### config.mk
export PLATFORM = sky130hd
export DESIGN_NAME = life_engine
export DESIGN_NICKNAME = d
export VERILOG_FILES = /design/src/rtl/life_engine.sv
export SDC_FILE = /design/constraint.sdc
export NUM_CORES = 1
export LEC_CHECK = 0
export CAP_MARGIN = 10
export CELL_PAD_IN_SITES_DETAIL_PLACEMENT = 1
export CELL_PAD_IN_SITES_GLOBAL_PLACEMENT = 1
export CORE_MARGIN = 10
export CORE_UTILIZATION = 54
export CTS_BUF_LIST = sky130_fd_sc_hd__clkbuf_8
export CTS_CLUSTER_DIAMETER = 150
export DETAILED_ROUTE_END_ITERATION = 10
export GPL_TIMING_DRIVEN = 0
export PLACE_DENSITY = 0.85
export SETUP_SLACK_MARGIN = 0.15
export SKIP_LAST_GASP = 1
export SLEW_MARGIN = 25
export SYNTH_ARGS = -nofsm -noshare
export SYNTH_HDL_FRONTEND = slang
export SYNTH_SLANG_ARGS = --single-unit
### constraint.sdc
create_clock -name clk -period 19.2 [get_ports clk]
set_input_delay 5.76 -clock clk [delete_from_list [all_inputs] [get_ports clk]]
set_output_delay 5.76 -clock clk [all_outputs]
set_load 0.02 [all_outputs]
### src/rtl/life_engine.sv
// Game-of-Life generation engine: serially computes the next board into a work
// buffer and commits it to the display board only on a swap strobe.
module life_engine #(
    parameter int BOARD_W = 8,
    parameter int BOARD_H = 8,
    parameter logic [BOARD_W*BOARD_H-1:0] INIT_PATTERN = 64'h50A8_8888_0609_0909,
    parameter int GEN_W = 16,
    localparam int N  = BOARD_W * BOARD_H,
    localparam int XW = $clog2(BOARD_W),
    localparam int YW = $clog2(BOARD_H),
    localparam int CW = $clog2(N + 1)
) (
    input  logic             clk,
    input  logic             reset,
    input  logic             step,
    input  logic             swap,
    input  logic             load,
    input  logic             wrap,
    input  logic [XW-1:0]    rd_x,
    input  logic [YW-1:0]    rd_y,
    output logic             rd_cell,
    output logic             busy,
    output logic             pending,
    output logic             done,
    output logic             stable,
    output logic [GEN_W-1:0] gen_count,
    output logic [CW-1:0]    alive_count
);

    localparam int IW = $clog2(N);

    function automatic int popcount(input logic [N-1:0] v);
        int c;
        c = 0;
        for (int i = 0; i < N; i++) c += int'(v[i]);
        return c;
    endfunction

    localparam logic [CW-1:0] INIT_POP = CW'(popcount(INIT_PATTERN));

    // Neighbour (x+dx, y+dy) of board b; off-board cells are dead unless wrapping.
    function automatic logic neighbour(input logic [N-1:0] b, input int x, input int y,
                                       input int dx, input int dy, input logic wr);
        int nx;
        int ny;
        logic on_board;
        nx = x + dx;
        ny = y + dy;
        if (wr) begin
            if (nx < 0) nx = BOARD_W - 1;
            else if (nx >= BOARD_W) nx = 0;
            if (ny < 0) ny = BOARD_H - 1;
            else if (ny >= BOARD_H) ny = 0;
        end
        on_board = (nx >= 0) && (nx < BOARD_W) && (ny >= 0) && (ny < BOARD_H);
        if (on_board) return b[IW'(ny * BOARD_W + nx)];
        return 1'b0;
    endfunction

    typedef enum logic [1:0] {IDLE, COMPUTE, PENDING} state_t;

    state_t        state;
    state_t        state_next;
    logic [N-1:0]  disp;
    logic [N-1:0]  work;
    logic [IW-1:0] idx;
    logic [XW-1:0] cx;
    logic [YW-1:0] cy;
    logic          wrap_q;
    logic [CW-1:0] pop_acc;
    logic          diff;
    logic [3:0]    ncount;
    logic          cur;
    logic          next_cell;
    logic          last;

    assign last = (idx == IW'(N - 1));

    always_ff @(posedge clk or posedge reset) begin
        if (reset) state <= IDLE;
        else       state <= state_next;
    end

    always_comb begin
        state_next = state;
        if (load) begin
            state_next = IDLE;
        end else begin
            case (state)
                IDLE:    if (step) state_next = COMPUTE;
                COMPUTE: if (last) state_next = PENDING;
                PENDING: if (swap) state_next = IDLE;
                default: state_next = IDLE;
            endcase
        end
    end

    always_comb begin
        busy    = (state == COMPUTE);
        pending = (state == PENDING);
    end

    always_comb begin
        ncount = 4'd0;
        for (int dy = -1; dy <= 1; dy++) begin
            for (int dx = -1; dx <= 1; dx++) begin
                if (dx != 0 || dy != 0)
                    ncount = ncount + {3'b000, neighbour(disp, int'(cx), int'(cy), dx, dy, wrap_q)};
            end
        end
        cur       = disp[idx];
        next_cell = (ncount == 4'd3) || (cur && (ncount == 4'd2));
    end

    always_comb begin
        rd_cell = 1'b0;
        if (int'(rd_x) < BOARD_W && int'(rd_y) < BOARD_H)
            rd_cell = disp[IW'(int'(rd_y) * BOARD_W + int'(rd_x))];
    end

    always_ff @(posedge clk or posedge reset) begin
        if (reset) begin
            disp        <= INIT_PATTERN;
            work        <= '0;
            idx         <= '0;
            cx          <= '0;
            cy          <= '0;
            wrap_q      <= 1'b0;
            pop_acc     <= '0;
            diff        <= 1'b0;
            done        <= 1'b0;
            stable      <= 1'b0;
            gen_count   <= '0;
            alive_count <= INIT_POP;
        end else if (load) begin
            disp        <= INIT_PATTERN;
            work        <= '0;
            idx         <= '0;
            cx          <= '0;
            cy          <= '0;
            pop_acc     <= '0;
            diff        <= 1'b0;
            done        <= 1'b0;
            stable      <= 1'b0;
            gen_count   <= '0;
            alive_count <= INIT_POP;
        end else begin
            done <= 1'b0;
            case (state)
                IDLE: begin
                    if (step) begin
                        wrap_q  <= wrap;
                        idx     <= '0;
                        cx      <= '0;
                        cy      <= '0;
                        pop_acc <= '0;
                        diff    <= 1'b0;
                    end
                end
                COMPUTE: begin
                    work[idx] <= next_cell;
                    pop_acc   <= pop_acc + {{(CW-1){1'b0}}, next_cell};
                    diff      <= diff | (next_cell ^ cur);
                    if (!last) begin
                        idx <= idx + 1'b1;
                        // Row/column tracked alongside idx to avoid a divider.
                        if (cx == XW'(BOARD_W - 1)) begin
                            cx <= '0;
                            cy <= cy + 1'b1;
                        end else begin
                            cx <= cx + 1'b1;
                        end
                    end
                end
                PENDING: begin
                    if (swap) begin
                        disp        <= work;
                        alive_count <= pop_acc;
                        stable      <= ~diff;
                        gen_count   <= gen_count + 1'b1;
                        done        <= 1'b1;
                    end
                end
                default: ;
            endcase
        end
    end

endmodule
==> flow_summary_export.csv <==
group,metric,value,unit
run_status,status,"finished, final reports clean",
synth,ys.flop_type,"dfrtp_1",
synth,synthesis.area,11300,um^2
grt,grt-ovfl-total,0,
grt,grt_pass1_wl,65600,um
synth,syn_nets,1216,
setup_path,start_kind,"input port",
power,fin_total_pwr,0.000919,W
grt,track_usage,31.7,%
grt,met3_usage,5.58,%
finish,area_growth,10.5,%
worst_hold_path,hold_path_depth,2,
floorplan,ios,40,
clocking,hold_buffers,0,
clocking,cts-resized-gates,0,
finish,postLayoutCoreUtil,61.3,%
synth,synth-edff-count,0,
finish,final_common_cell,"nand2_1",
timing,setup_tns,0,ps
timing,fin_crit,14530,ps
timing,setup_viol,0,
synth,ys_ff_latch,176,
setup_path,worstPathRequired,13440,ps
setup_path,critPathMaxFanout,10,
synth,yosysWarnings,0,
clocking,clk_pin_slew,90,ps
setup_path,ff2ff_setup_slack,9930,ps
power,p_leak,4.94,nW
timing,slew_headroom,24.6,%
setup_path,regToRegEndpoint,"pop_acc[6]$_DFFE_PP0P_",
synth,ys_seq_area_share,39.1,%
clocking,root_buffer,"clkbuf_8",
power,ir_drop,0.0467,mV
grt,antenna_found_initial,0,
grt,grt_pass1_vias,10997,
setup_path,reg2reg_from,"cx[0]$_DFFE_PP0P_",
floorplan,die_x,165,um
floorplan,start_util,55.5,%
synth,syn_area_per_cell,9.66,um^2
setup_path,cpMaxStageDelayCell,"mux4_2",
power,power.density,73.4,nW/um^2
setup_path,crit_path_cell_trace,"clkbuf_1 -> buf_2 -> mux4_2 -> mux4_2 -> mux4_2 -> clkdlybuf4s50_1",
synth,async_flop_share,100,%
grt,grt_busiest_layer,"met2",
timing,clock_skew,21.3,ps
synth,yosys.area.top_type,"dfrtp_1",
clocking,clkLatencyLatePin,490,ps
routing,first_pass_iters,5,
place,post-dp-hpwl,31100,um
timing,timing.final.crit_share,75.7,%
job,drv_cap,0,
clocking,postCtsSetupRepairBufs,0,
worst_hold_path,whs_endpoint,"alive_count[0]$_DFFE_PP1P_",
finish,antenna_cells,0,
synth,yosysTopAreaCellShare,34.7,%
worst_hold_path,worstHoldPathType,"reg -> reg",
clocking,clockBufferDepth,2,
routing,dr.first_iter.drc_count,1369,
routing,vias,10594,
place,dpl_cell_area,12100,um^2
finish,final_cell_mix,"nand2_1 (206), dfrtp_1 (157), a21oi_1 (138), o21ai_0 (96), mux4_2 (76)",
routing,drtAntennaViolNets,0,
routing,routed_wl,41800,um
timing,hold_viol_final,0,
floorplan,die_h,165,um
floorplan,core_area,20400,um^2
finish,fin_area,12500,um^2
floorplan,rows,52,
synth,ys_types,56,
clocking,cts_tree,"yes",
synth,syn_inst,1174,
setup_path,max_stage_delay,560,ps
finish,multi_input_area,6370,um^2
routing,drc,0,
place,io_buffers,36,
setup_path,cp_common_cell,"mux4_2",
finish,final-seq-area,4430,um^2
clocking,numCtsBuffers,17,
setup_path,cp.arrival,8770,ps
routing,wl_per_cell,27.6,um
finish,layout-drive-gt1-share,13.9,%
timing,tightest_slew,1130,ps
finish,fill_cells,2341,
timing,drv_slew,0,
finish,layout.nets,1273,
setup_path,ff2ff_path_depth,29,
grt,use_met1,40.7,%
place,gp_congestion,0.976,
floorplan,dieArea,27200,um^2
timing,rsz0062_at_grt,"no",
synth,synth.area.top_cells,"dfrtp_1 (35%), mux4_2 (15%), nand2_1 (6.8%)",
worst_hold_path,min_from,"alive_count[0]$_DFFE_PP1P_",
setup_path,cp-end-kind,"output pin",
clocking,cts_sinks,176,
clocking,htreeDepth,4,
routing,routed_via_density,7.00,
grt,use_met2,49.7,%
setup_path,worstSetupPathType,"in -> out",
timing,clock.fmax,68.8,MHz
grt,grt_max_degree,99,
==> cells in the mapped netlist (8+ instances only) <==
master      n
nand2_1   206
mux4_2     76
mux2i_1    34
a21oi_1   138
xor2_1     13
dfrtp_1   157
buf_2      13
inv_1      22
nand3_1    14
nand3b_1   22
and2_1     11
clkbuf_1   59
buf_1      17
mux2_2     18
ha_1       23
nor2b_1     8
nand4_1    73
o21ai_0    96
dfstp_2    19
nor2_1     51
nor3_1     10
==> where the power goes <==
| group | switching [W] | total (W) | internal [W] |
|---|---|---|---|
| clock network | 0.000152 | 0.000288 | 0.000135 |
| logic | 0.000172 | 0.000255 | 0.0000823 |
| registers | 0.00000303 | 0.000377 | 0.000374 |
| total | 0.000328 | 0.000919 | 0.000591 |
==> state kept, by name, indices dropped and copies added (netlist names) <==
name         cells
pop_acc          7
work            64
diff             1
done             1
alive_count      7
cy               3
cx               3
idx              6
disp            64
state            2
gen_count       16
wrap_q           1
stable           1
==> cells by family (layout without fill, tap and decap cells) <==
group / count (synthesis) / after routing / share of synthesized area (%)
muxes: 128 / 128 / 19.9
AOI/OAI and AO/OA: 267 / 267 / 12.7
DFF: 176 / 176 / 39.1
adders and majority gates: 30 / 30 / 3.77
xor gates and xnor gates: 18 / 18 / 1.39
buffers and inverters: 122 / 192 / 4.76
and+or+nand+nor: 433 / 433 / 18.4
==> cell type report <==
cell class	instances	area share (%)
plain buffers	97	3.56
clock buffers	18	1.98
clock inverters	14	1.44
inverters	25	0.809
multi-input cells	876	50.8
flip-flops and latches	176	35.4
well taps	270	2.70
repair buffers	38	3.32
==> metrics by stage <==
stage | setup slack (ps) | instances | hold WS, ps
floorplan | 5440 | 1174 | 450
global placement | 4690 | 1480 | 471
detailed placement | 4640 | 1482 | 486
CTS | 4650 | 1514 | 506
global route | 4530 | 1514 | 536
finish | 4670 | 1514 | 500
==> how the worst max path moves through the flow <==
stage | start | endpoint | slack, ps | cells after the start
floorplan | rd_x[0] | rd_cell | 5440 | 5
global placement | rd_x[0] | rd_cell | 4690 | 6
detailed placement | rd_x[0] | rd_cell | 4640 | 6
CTS | rd_x[0] | rd_cell | 4650 | 6
global route | rd_x[0] | rd_cell | 4530 | 6
finish | rd_x[0] | rd_cell | 4670 | 6
==> worst max-delay path, delay by kind of cell <==
kind                   cells  cell delay [ps]
multiplexers               3             1580
buffers and inverters      3             1430
==> routing by layer <==
metal | share of wire [%] | routed length [um] | vias to the layer above
met5 | 0 | 0 | -
met4 | 5.8 | 2410 | 0
met3 | 8.7 | 3660 | 177
met2 | 47 | 19600 | 639
met1 | 39 | 16200 | 5363
li1 | - | - | 4415
Note: power is estimated with default switching activity, not from simulation.
